$ cat src/rtl/fpu_result_queue.sv
// Result queue behind a fixed-latency FPU: tracks issued ops, captures results and flags in order,
// and gates issue with credits so the FIFO can never overflow.
module fpu_result_queue #(
  parameter int unsigned C_LATENCY = 2,
  parameter int unsigned C_DEPTH   = 4,
  parameter int unsigned C_TAG     = 5,
  parameter int unsigned C_OP      = 32
) (
  input  logic             Clk_CI,
  input  logic             Rst_RI,
  input  logic             Issue_SI,
  input  logic [C_TAG-1:0] Tag_DI,
  output logic             Issue_Ready_SO,
  input  logic [C_OP-1:0]  Result_DI,
  input  logic             OF_SI,
  input  logic             UF_SI,
  input  logic             Zero_SI,
  input  logic             IX_SI,
  input  logic             IV_SI,
  input  logic             Inf_SI,
  output logic             Out_Valid_SO,
  input  logic             Out_Ready_SI,
  output logic [C_OP-1:0]  Out_Result_DO,
  output logic [C_TAG-1:0] Out_Tag_DO,
  output logic [5:0]       Out_Flags_DO,
  output logic [3:0]       FFlags_DO,
  input  logic             FFlagsClr_SI,
  output logic             Err_SO
);

  localparam int unsigned PtrW = $clog2(C_DEPTH);
  localparam int unsigned CntW = $clog2(C_DEPTH + 1);
  localparam int unsigned InfW = $clog2(C_LATENCY + 1);
  localparam int unsigned SumW = CntW + InfW;

  if (C_LATENCY < 1) begin : g_bad_latency
    $error("fpu_result_queue: C_LATENCY must be at least 1");
  end
  if ((C_DEPTH < 2) || ((C_DEPTH & (C_DEPTH - 1)) != 0)) begin : g_bad_depth
    $error("fpu_result_queue: C_DEPTH must be a power of two >= 2");
  end

  // Latency tracker
  logic [C_LATENCY-1:0] trk_vld_q, trk_vld_d;
  logic [C_TAG-1:0]     trk_tag_q [C_LATENCY];
  logic [C_TAG-1:0]     trk_tag_d [C_LATENCY];
  logic [InfW-1:0]      inflight;
  logic                 issue_accept;

  // FIFO state
  logic [C_OP-1:0]  mem_res_q [C_DEPTH];
  logic [C_TAG-1:0] mem_tag_q [C_DEPTH];
  logic [5:0]       mem_flg_q [C_DEPTH];
  logic [PtrW-1:0]  wptr_q, wptr_d;
  logic [PtrW-1:0]  rptr_q, rptr_d;
  logic [CntW-1:0]  count_q, count_d;
  logic [SumW-1:0]  credit_used;
  logic             push, pop;
  logic [5:0]       flags_in;

  // Sticky state
  logic [3:0] fflags_q, fflags_d;
  logic       err_q, err_d;

  always_comb begin
    inflight = '0;
    for (int unsigned i = 0; i < C_LATENCY; i++) begin
      inflight = inflight + InfW'(trk_vld_q[i]);
    end
  end

  // Credit depends on registered state only, so a pop frees credit one cycle later.
  assign credit_used    = SumW'(count_q) + SumW'(inflight);
  assign Issue_Ready_SO = (credit_used < SumW'(C_DEPTH));
  assign issue_accept   = Issue_SI & Issue_Ready_SO;

  always_comb begin
    trk_vld_d    = '0;
    trk_vld_d[0] = issue_accept;
    trk_tag_d[0] = Tag_DI;
    for (int unsigned i = 1; i < C_LATENCY; i++) begin
      trk_vld_d[i] = trk_vld_q[i-1];
      trk_tag_d[i] = trk_tag_q[i-1];
    end
  end

  always_ff @(posedge Clk_CI) begin
    if (Rst_RI) begin
      trk_vld_q <= '0;
      for (int unsigned i = 0; i < C_LATENCY; i++) begin
        trk_tag_q[i] <= '0;
      end
    end else begin
      trk_vld_q <= trk_vld_d;
      trk_tag_q <= trk_tag_d;
    end
  end

  assign flags_in     = {Inf_SI, IV_SI, IX_SI, Zero_SI, UF_SI, OF_SI};
  assign push         = trk_vld_q[C_LATENCY-1];
  assign Out_Valid_SO = (count_q != '0);
  assign pop          = Out_Valid_SO & Out_Ready_SI;

  always_comb begin
    wptr_d  = wptr_q;
    rptr_d  = rptr_q;
    count_d = count_q;
    if (push) begin
      wptr_d = wptr_q + PtrW'(1);
    end
    if (pop) begin
      rptr_d = rptr_q + PtrW'(1);
    end
    unique case ({push, pop})
      2'b10:   count_d = count_q + CntW'(1);
      2'b01:   count_d = count_q - CntW'(1);
      default: count_d = count_q;
    endcase
  end

  always_comb begin
    fflags_d = FFlagsClr_SI ? 4'b0000 : fflags_q;
    if (push) begin
      fflags_d = fflags_d | {IV_SI, OF_SI, UF_SI, IX_SI};
    end
    err_d = err_q | (Issue_SI & ~Issue_Ready_SO);
  end

  always_ff @(posedge Clk_CI) begin
    if (Rst_RI) begin
      wptr_q   <= '0;
      rptr_q   <= '0;
      count_q  <= '0;
      fflags_q <= '0;
      err_q    <= 1'b0;
    end else begin
      wptr_q   <= wptr_d;
      rptr_q   <= rptr_d;
      count_q  <= count_d;
      fflags_q <= fflags_d;
      err_q    <= err_d;
    end
  end

  // Storage is cleared on reset so the head outputs read zero afterwards.
  always_ff @(posedge Clk_CI) begin
    if (Rst_RI) begin
      for (int unsigned i = 0; i < C_DEPTH; i++) begin
        mem_res_q[i] <= '0;
        mem_tag_q[i] <= '0;
        mem_flg_q[i] <= '0;
      end
    end else if (push) begin
      mem_res_q[wptr_q] <= Result_DI;
      mem_tag_q[wptr_q] <= trk_tag_q[C_LATENCY-1];
      mem_flg_q[wptr_q] <= flags_in;
    end
  end

  assign Out_Result_DO = mem_res_q[rptr_q];
  assign Out_Tag_DO    = mem_tag_q[rptr_q];
  assign Out_Flags_DO  = mem_flg_q[rptr_q];
  assign FFlags_DO     = fflags_q;
  assign Err_SO        = err_q;

endmodule

$ cat config.mk
export PLATFORM = sky130hd
export DESIGN_NAME = fpu_result_queue
export DESIGN_NICKNAME = d
export VERILOG_FILES = /design/src/rtl/fpu_result_queue.sv
export SDC_FILE = /design/constraint.sdc
export NUM_CORES = 1
export LEC_CHECK = 0
export CORE_ASPECT_RATIO = 2
export CORE_MARGIN = 2
export CORE_UTILIZATION = 45
export CTS_CLUSTER_SIZE = 12
export DETAILED_ROUTE_END_ITERATION = 12
export HOLD_SLACK_MARGIN = 0.02
export PLACE_DENSITY = 0.69
export SLEW_MARGIN = 10
export SYNTH_ARGS = -nofsm -noshare
export SYNTH_HDL_FRONTEND = slang
export SYNTH_SLANG_ARGS = --single-unit
$ cat constraint.sdc
create_clock -name Clk_CI -period 5.1 [get_ports Clk_CI]
set_input_delay 1.02 -clock Clk_CI [delete_from_list [all_inputs] [get_ports Clk_CI]]
set_output_delay 1.02 -clock Clk_CI [all_outputs]
set_load 0.005 [all_outputs]
==> qor.csv <==
stage,metric,value,unit
route,DR WL met2,9.84,mm
route,initial DRC count,283,
synthesis,Netlist cell types,36,
floorplanning,Die W,101,um
global_route,Total GRT Usage,18.0,%
synthesis,most numerous cell in the Yosys netlist,edfxtp_1,
sta,Max-slew headroom,21.1,%
critical_path,Crit Path Category,reg -> out,
sta,Max Freq,282,MHz
critical_path,Critical Path AT,2.53,ns
global_route,vias in the first global route,4848,
synthesis,synth cell count leaders,"edfxtp_1, and2_1, mux4_2, dfxtp_1, and2_4",
synthesis,Synth area leader,edfxtp_1,
route,Met3 Wirelength,666,um
sta,Final Setup Violations,0,
sta,TNS Setup,0,ns
cts,Sinks on Clock Net,198,
synthesis,post-synthesis mux area share,11.5,%
sta,clk_skew,0.0145,ns
sta,Final Hold Vio Count,0,
cts,Worst-path clk slew,0.07,ns
floorplanning,Die ar.,19900,um^2
cts,TritonCTS clock tree,done,
floorplanning,Core Box Area,18300,um^2
synthesis,Syn Inst Count,507,
route,router iterations before antenna repair,6,
cts,cts bufs inserted,17,
floorplanning,I/O pin count,98,
synthesis,synthesized cell area,8410,um^2
route,DRC violations left,0,
cts,Clock Path Buffers,2,
route,Avg WL per Cell,20.1,um
placed_design,setup slack at placement,1.78,ns
pwr,internal power,2.95,mW
sta,Worst Slack Setup Final,1.55,ns
synthesis,top cell type's share of synthesized area,61.4,%
critical_path,Crit-path slowest cell,dfxtp_4,
synthesis,adder-cell share of the synthesized area,0.535,%
critical_path,Worst Setup Start Kind,flip-flop,
layout,ant diodes,0,
cts,CTS H-Tree Depth,4,
sta,worst slew pin tran,1.18,ns
critical_path,CP Capture Type,primary output,
placed_design,hpwl dp,10.2,mm
cts,clk_lat worst skew,0.44,ns
floorplanning,Die Y,197,um
synthesis,complex-gate fraction of the synthesized area,1.17,%
sta,pins over their slew limit,0,
synthesis,Synth Area in XOR/XNOR,0.625,%
pwr,Pwr Total,3.91,mW
pwr,Clock power frac,34.6,%
global_route,initial antenna violation count,0,
pwr,Max VDD drop,0.000263,V
placed_design,GPL Wtd Cong,0.746,
synthesis,YS warnings,0,
placed_design,IO buf count,97,
synthesis,largest family of logic cells by synthesized area,simple AND/OR/NAND/NOR gates,
status,outcome,completed,
pwr,Comb power frac,15.2,%
critical_path,"Max FO, Critical Path",43,
sta,Tcrit/Tclk final,69.6,%
synthesis,Most used DFF post-synth,edfxtp_1,
route,Final Routed Wirelength,16.7,mm
synthesis,asr flop ratio synth,0,%
global_route,grt ovf,0,
worst_hold_path,Tightest Hold Check Type,reg -> reg,
synthesis,number of enable flip-flop cells after synthesis,172,
run,total of max-cap violations,0,
pwr,sw frac,24.7,%
synthesis,Post-Synth Simple-Gate Area,16.2,%
synthesis,Synth Area per Inst,16.6,um^2
route,DRT met1 WL,5.99,mm
pwr,static leakage,3.64,nW
route,Highest Signal Layer,met4,
layout,fraction of layout cells with a size suffix above 1,19.4,%
global_route,largest net degree at the start of global routing,44,
synthesis,largest cells by area after synthesis,"edfxtp_1, mux4_2, and2_1",
floorplanning,Core Rows,70,
cts,hold buffer count at CTS,0,
layout,Layout area overhead,20.7,%
synthesis,synthesized flop and latch total,198,
layout,share of the core filled with cells,55.5,%
global_route,first-pass GRT wire length,26.2,mm
pwr,PD cells,385,nW/um^2
critical_path,CP required,4.08,ns
synthesis,synthesized net count,558,
cts,cts repair resizes,0,
pwr,Seq pwr share,50.3,%
critical_path,"Cell Chain, Critical Path",mux4_2 > clkdlybuf4s50_1,
synthesis,sequential element share of the synthesized area,67.6,%
critical_path,worst stage delay on the critical path,0.96,ns
route,ANT nets after route,0,
pwr,Psw,0.965,mW
sta,Tmin final,3.55,ns
sta,unrepaired setup endpoints after global routing,false,
layout,filler instances,1470,
floorplanning,Initial Util,46.0,%
route,Vias,4404,
cts,postcts setup bufs,0,
layout,nets@finish,652,
cts,Root Buffer,clkbuf_16,
route,routed vias/inst,5.31,
-- logic make-up (layout without fill, tap and decap cells) --
logic type,after synthesis,count (layout)
compound gates,14,14
xor+xnor,6,6
fa+ha+maj,3,3
buf+inv,36,143
flops,198,198
mux,43,43
simple gates,207,207
-- cell type report --
type | instances | area (um^2) | area share, %
Clock inverter | 15 | 179 | 1.76
Sequential cell | 198 | 5690 | 56.0
Inverter | 5 | 18.8 | 0.185
Multi-Input combinational cell | 273 | 2540 | 25.0
Tap cell | 216 | 270 | 2.66
Timing Repair Buffer | 106 | 1040 | 10.2
Clock buffer | 17 | 425 | 4.19
-- state kept, by name, indices dropped and copies added (netlist names), named ones only --
register	cells
mem_res_q	128
mem_flg_q	24
mem_tag_q	20
trk_tag_d	5
trk_tag_q	5
FFlags_DO	4
count_q	3
rptr_q	2
trk_vld_q	2
wptr_q	2
Err_SO	1
-- critical path: cells and delay by family (launching register included) --
kind,cells,cell delay (ns)
buffers and inverters,1,0.47
DFF,1,0.96
muxes,1,0.64
-- metrics by stage --
| stage | hold WS (ns) | cells | area (um^2) |
|---|---|---|---|
| after floorplan | 0.414 | 507 | 8410 |
| final | 0.442 | 830 | 10200 |
| after global placement | 0.423 | 798 | 9550 |
| after detailed placement | 0.426 | 798 | 9550 |
| after global routing | 0.464 | 830 | 10200 |
| after CTS | 0.448 | 830 | 10200 |
-- power groups by stage --
stage	Sequential, mW	Clock, mW	Combinational, mW
global placement	2.01	0	0.591
CTS	1.98	1.37	0.602
global route	1.99	1.44	0.634
finish	1.97	1.35	0.593
detailed placement	2.01	0	0.599
floorplan	1.90	0	0.394
-- layer usage --
layer	vias to the layer above	global-route usage, %
met5	-	0
met4	0	5.48
met3	14	3.72
met2	105	34.2
met1	2246	19.7
li1	2039	-
-- path summary, 6_finish.rpt --
path                              startpoint               end  slack (ns)  cells after the start
worst max register to register  trk_vld_q[1]  mem_res_q[1][24]        2.71                      3
worst max-delay path               flip-flop   Out_Flags_DO[2]        1.55                      2
worst min register to register  trk_tag_d[0]      trk_tag_q[0]        0.44                      1
worst min-delay path            trk_tag_d[0]      trk_tag_q[0]        0.44                      1
-- cells in the final DEF, fill, tap and decap left out, drive strengths merged, types with 3 or more instances in the layout --
cell type      netlist  layout
edfxtp             172     172
and2               172     172
clkdlybuf4s50        0      97
mux4                43      43
dfxtp               26      26
clkbuf              15      17
nor2                13      13
inv                  5      13
nor2b               12      12
buf                 16       9
clkinv               0       5
xor2                 4       4
a22oi                4       4
a21oi                3       3
(Power assumes the default switching activity.)
